[src/rtl/jenc_mcu_sequencer.sv]
// Sequences zigzag coefficient pairs into blocks/MCUs for the entropy coder,
// tagging component and block/frame boundaries and gating one frame per start.
module jenc_mcu_sequencer #(
    parameter int QW = 15,
    parameter int MW = 16
) (
    input  logic                clk,
    input  logic                resetn,
    input  logic                start,
    input  logic                abort,
    input  logic                mode_420,
    input  logic [MW-1:0]       mcu_total,
    output logic                busy,
    output logic                done,
    output logic                err,
    input  logic [1:0][QW-1:0]  d,
    input  logic [4:0]          d_cnt,
    input  logic                d_valid,
    output logic                d_hold,
    output logic [1:0][QW-1:0]  q,
    output logic [1:0]          q_comp,
    output logic                q_sob,
    output logic                q_eob,
    output logic                q_eof,
    output logic                q_valid,
    input  logic                q_hold
);

    typedef enum logic [1:0] {IDLE, RUN, FLUSH} state_t;

    state_t              state_q, state_d;
    logic                mode_q, mode_d;
    logic [MW-1:0]       last_mcu_q, last_mcu_d;
    logic [4:0]          beat_q, beat_d;
    logic [2:0]          blk_q, blk_d;
    logic [MW-1:0]       mcu_q, mcu_d;
    logic                busy_q, busy_d;
    logic                done_q, done_d;
    logic                err_q, err_d;
    logic [1:0][QW-1:0]  q_q, q_d;
    logic [1:0]          comp_q, comp_d;
    logic                sob_q, sob_d, eob_q, eob_d, eof_q, eof_d;
    logic                q_valid_q, q_valid_d;

    logic                xfer;
    logic [2:0]          last_blk;
    logic [1:0]          comp_cur;
    logic                eob_cur, eof_cur;

    // No skid buffer: upstream stalls directly on the downstream stall.
    assign d_hold = (state_q != RUN) | q_hold;
    assign xfer   = d_valid & ~d_hold;

    always_comb begin
        last_blk = mode_q ? 3'd5 : 3'd2;
        comp_cur = blk_q[1:0];
        if (mode_q) begin
            if (blk_q < 3'd4)       comp_cur = 2'd0;
            else if (blk_q == 3'd4) comp_cur = 2'd1;
            else                    comp_cur = 2'd2;
        end
        eob_cur = (beat_q == 5'd31);
        eof_cur = eob_cur & (blk_q == last_blk) & (mcu_q == last_mcu_q);
    end

    always_comb begin
        state_d    = state_q;
        mode_d     = mode_q;
        last_mcu_d = last_mcu_q;
        beat_d     = beat_q;
        blk_d      = blk_q;
        mcu_d      = mcu_q;
        done_d     = 1'b0;
        err_d      = err_q;
        q_d        = q_q;
        comp_d     = comp_q;
        sob_d      = sob_q;
        eob_d      = eob_q;
        eof_d      = eof_q;
        q_valid_d  = q_valid_q;

        case (state_q)
            IDLE: begin
                if (start) begin
                    mode_d     = mode_420;
                    last_mcu_d = mcu_total - MW'(1);
                    err_d      = 1'b0;
                    beat_d     = '0;
                    blk_d      = '0;
                    mcu_d      = '0;
                    if (mcu_total == '0) done_d  = 1'b1;
                    else                 state_d = RUN;
                end
            end
            RUN: begin
                if (xfer) begin
                    beat_d = beat_q + 5'd1;
                    if (d_cnt != beat_q) err_d = 1'b1;
                    if (eob_cur) begin
                        if (blk_q == last_blk) begin
                            blk_d = '0;
                            mcu_d = mcu_q + MW'(1);
                        end else begin
                            blk_d = blk_q + 3'd1;
                        end
                    end
                    if (eof_cur) state_d = FLUSH;
                end
            end
            FLUSH: begin
                if (!q_valid_q || !q_hold) begin
                    done_d  = 1'b1;
                    state_d = IDLE;
                end
            end
            default: state_d = IDLE;
        endcase

        if (xfer) begin
            q_d       = d;
            comp_d    = comp_cur;
            sob_d     = (beat_q == 5'd0);
            eob_d     = eob_cur;
            eof_d     = eof_cur;
            q_valid_d = 1'b1;
        end else if (!q_hold) begin
            q_valid_d = 1'b0;
        end

        // Abort drops any start in the same cycle and keeps the sticky error.
        if (abort) begin
            state_d   = IDLE;
            q_valid_d = 1'b0;
            beat_d    = '0;
            blk_d     = '0;
            mcu_d     = '0;
            done_d    = 1'b0;
            err_d     = err_q;
        end
    end

    assign busy_d = (state_d == RUN);

    always_ff @(posedge clk) begin
        if (!resetn) begin
            state_q    <= IDLE;
            mode_q     <= 1'b0;
            last_mcu_q <= '0;
            beat_q     <= '0;
            blk_q      <= '0;
            mcu_q      <= '0;
            busy_q     <= 1'b0;
            done_q     <= 1'b0;
            err_q      <= 1'b0;
            q_q        <= '0;
            comp_q     <= '0;
            sob_q      <= 1'b0;
            eob_q      <= 1'b0;
            eof_q      <= 1'b0;
            q_valid_q  <= 1'b0;
        end else begin
            state_q    <= state_d;
            mode_q     <= mode_d;
            last_mcu_q <= last_mcu_d;
            beat_q     <= beat_d;
            blk_q      <= blk_d;
            mcu_q      <= mcu_d;
            busy_q     <= busy_d;
            done_q     <= done_d;
            err_q      <= err_d;
            q_q        <= q_d;
            comp_q     <= comp_d;
            sob_q      <= sob_d;
            eob_q      <= eob_d;
            eof_q      <= eof_d;
            q_valid_q  <= q_valid_d;
        end
    end

    assign busy    = busy_q;
    assign done    = done_q;
    assign err     = err_q;
    assign q       = q_q;
    assign q_comp  = comp_q;
    assign q_sob   = sob_q;
    assign q_eob   = eob_q;
    assign q_eof   = eof_q;
    assign q_valid = q_valid_q;

endmodule

[config.mk]
export PLATFORM = sky130hd
export DESIGN_NAME = jenc_mcu_sequencer
export DESIGN_NICKNAME = d
export VERILOG_FILES = /design/src/rtl/jenc_mcu_sequencer.sv
export SDC_FILE = /design/constraint.sdc
export NUM_CORES = 1
export LEC_CHECK = 0
export CORE_UTILIZATION = 50
export CTS_BUF_LIST = sky130_fd_sc_hd__clkbuf_4 sky130_fd_sc_hd__clkbuf_8
export DETAILED_ROUTE_END_ITERATION = 16
export PLACE_DENSITY = 0.87
export SLEW_MARGIN = 20
export SYNTH_ARGS = -nofsm -noshare
export SYNTH_HDL_FRONTEND = slang
export SYNTH_SLANG_ARGS = --single-unit
[constraint.sdc]
create_clock -name clk -period 4.05 [get_ports clk]
set_input_delay 0.81 -clock clk [delete_from_list [all_inputs] [get_ports clk]]
set_output_delay 0.81 -clock clk [all_outputs]
set_load 0.02 [all_outputs]
==> impl_metrics.json <==
{
  "status": "finished clean",
  "fmax_mhz": 341,
  "busiest_layer": "met2",
  "power.leakage_nw": 1.79,
  "die_w_um": 91.7,
  "netlist_top_cells_area": "dfxtp_1, nand2_1, a21oi_1, xor2_1, mux2i_1",
  "syn_area_um2": 4020,
  "synth.avg_cell_area_um2": 8.34,
  "synth-async-reset-ratio": 0,
  "dp.final_hpwl_um": 7260,
  "cp.arrival_ns": 2.12,
  "synth_ff_type": "dfxtp_1",
  "insertion_delay_ns": 0.36,
  "ctsResizeCount": 0,
  "final_antenna_net_count": 0,
  "postLayoutCellArea_um2": 5280,
  "dpl_cell_area_um2": 5050,
  "gp_congestion": 0.849,
  "syn_nets": 548,
  "cp-start-kind": "input pin",
  "rows": 32,
  "start_util": 0.517,
  "use_met3": 0.0638,
  "cts_sinks": 82,
  "synth_top_area_frac": 0.408,
  "die_h_um": 91.7,
  "grtUsageTotal": 0.247,
  "pre_cts_ws_ns": 1.13,
  "setup_ws_ns": 1.12,
  "yosysUniqueCellTypes": 54,
  "worst_pin_slew_ns": 0.692,
  "grt_overflow": 0,
  "period_needed_ns": 2.93,
  "tns_ns": 0,
  "synth.most_common_cell": "nand2_1",
  "register_area_um2": 1640,
  "finalPower_mw": 1.72,
  "cts_root_buf": "clkbuf_8",
  "port_buffers": 97,
  "post-cts-setup-buffers": 0,
  "hold_buffers": 0,
  "htreeDepth": 3,
  "crit_required_ns": 3.24,
  "synth_top_area_cell": "dfxtp_1",
  "area_delta_synth_final_pct": 31.4,
  "grt_first_pass_wirelength_um": 16600,
  "drc_errors": 0,
  "rsz0062_at_grt": "false",
  "ys_ff_latch": 82,
  "irDropWorstVdd_mv": 0.214,
  "core_um2": 7770,
  "dr.pass1.iters": 5,
  "vias_per_cell": 5.57,
  "end_kind": "output pin",
  "hold_path.class": "flip-flop to flip-flop",
  "multi_input_area_um2": 2210,
  "max-cap-violations": 0,
  "hold_viol": 0,
  "grt_pass1_vias": 3450,
  "drt_iter0_markers": 245,
  "grtUsageMet1": 0.309,
  "crit_path_max_fanout": 6,
  "num-fill-cells": 621,
  "setup_violations": 0,
  "cts_tree": "yes",
  "grtUsageMet2": 0.409,
  "num_antenna_cells": 0,
  "crit_type": "input pin to output pin",
  "io_pins": 98,
  "vias": 3751,
  "die-area_um2": 8400,
  "max_slew_margin": 0.536,
  "cellPowerDensity_nw_per_um2": 327,
  "numCtsBuffers": 9,
  "clk_pin_slew_ns": 0.09,
  "drv_slew": 0,
  "clock_path_buffers": 2,
  "skew_ns": 0.00811,
  "wl_per_cell_um": 15.2,
  "netlist_instances": 482,
  "wirelength_um": 10200,
  "grt_max_degree": 49,
  "nNetsFinal": 633,
  "grt_antenna_before_repair": 0,
  "synth_common_cells": "nand2_1, dfxtp_1, a21oi_1",
  "drive_above_1_share": 0.0577,
  "min_period_over_period": 0.724,
  "yosys_warnings": 0,
  "yosysSeqAreaShare": 0.408,
  "synth_edf_count": 0
}
critical path: stages:
cell and delay [ns]:
clkdlybuf4s50_1 0.56, nand2b_1 0.15, clkdlybuf4s50_1 0.60
metrics by stage:
step / instances / utilization / hold slack [ns]
after floorplan: 482 / - / 0.455
after global placement: 658 / 0.650 / 0.433
after detailed placement: 658 / 0.650 / 0.438
after CTS: 674 / 0.680 / 0.451
after global routing: 674 / 0.680 / 0.482
final: 674 / 0.680 / 0.450
area by class of cell:
class / count / share of cell area
Clock buffer: 9 / 0.0235
Clock inverter: 7 / 0.0206
Inverter: 14 / 0.00995
Multi-Input combinational cell: 357 / 0.418
Sequential cell: 82 / 0.311
Tap cell: 102 / 0.0242
Timing Repair Buffer: 103 / 0.192
routing by layer:
metal  wire length (um)  part of all wire  vias to the layer above
met2               4930              0.48                      122
met5                  0                 0                        -
li1                   -                 -                     1872
met4                193             0.019                        0
met1               4540              0.44                     1737
met3                567             0.055                       20
kinds of logic after synthesis:
group,count (synthesis),synth area share
AND/OR/NAND/NOR,194,0.241
AO/OA/AOI/OAI,107,0.174
flip-flops,82,0.408
buffers and inverters,43,0.0430
XOR/XNOR,34,0.0741
multiplexers,14,0.0349
adder cells (fa/ha/maj),8,0.0249
final timing paths:
check                        startpoint               endpoint  slack (ns)  cells past startpoint
setup / recovery                 q_hold                 d_hold        1.12                      3
hold / removal         err$_SDFFE_PN0P_       err$_SDFFE_PN0P_        0.45                      2
setup reg to reg  state_q[0]$_SDFF_PN0_  mcu_q[2]$_SDFFE_PP0P_        1.87                      4
hold reg to reg        err$_SDFFE_PN0P_       err$_SDFFE_PN0P_        0.45                      2
placed cells by master (no fill, tap or decap), types with 7 or more instances in the layout:
cell,Yosys,layout
a211oi_1,14,14
a21oi_1,51,51
clkbuf_8,0,9
clkdlybuf4s50_1,0,97
dfxtp_1,82,82
ha_1,8,8
inv_1,13,13
mux2i_1,14,14
nand2_1,98,98
nand3_1,16,16
nor2_1,20,20
nor4_1,7,7
o21ai_0,14,14
or3_1,13,13
xnor2_1,7,7
xor2_1,27,27
sequential cells by signal (all words and copies together) (netlist names):
signal	count
beat_q	5
blk_q	3
busy	1
done	1
err	1
last_mcu_q	16
mcu_q	16
mode_q	1
q	30
q_comp	2
q_eob	1
q_eof	1
q_sob	1
q_valid	1
state_q	2
power breakdown:
group / total, mW / leakage, nW / switching (mW) / internal [mW]
Clock: 0.689 / 0.118 / 0.328 / 0.361
Sequential: 0.841 / 0.666 / 0.0152 / 0.826
Combinational: 0.194 / 1.00 / 0.0959 / 0.0983
No activity file was read; power rests on OpenSTA's default activity.
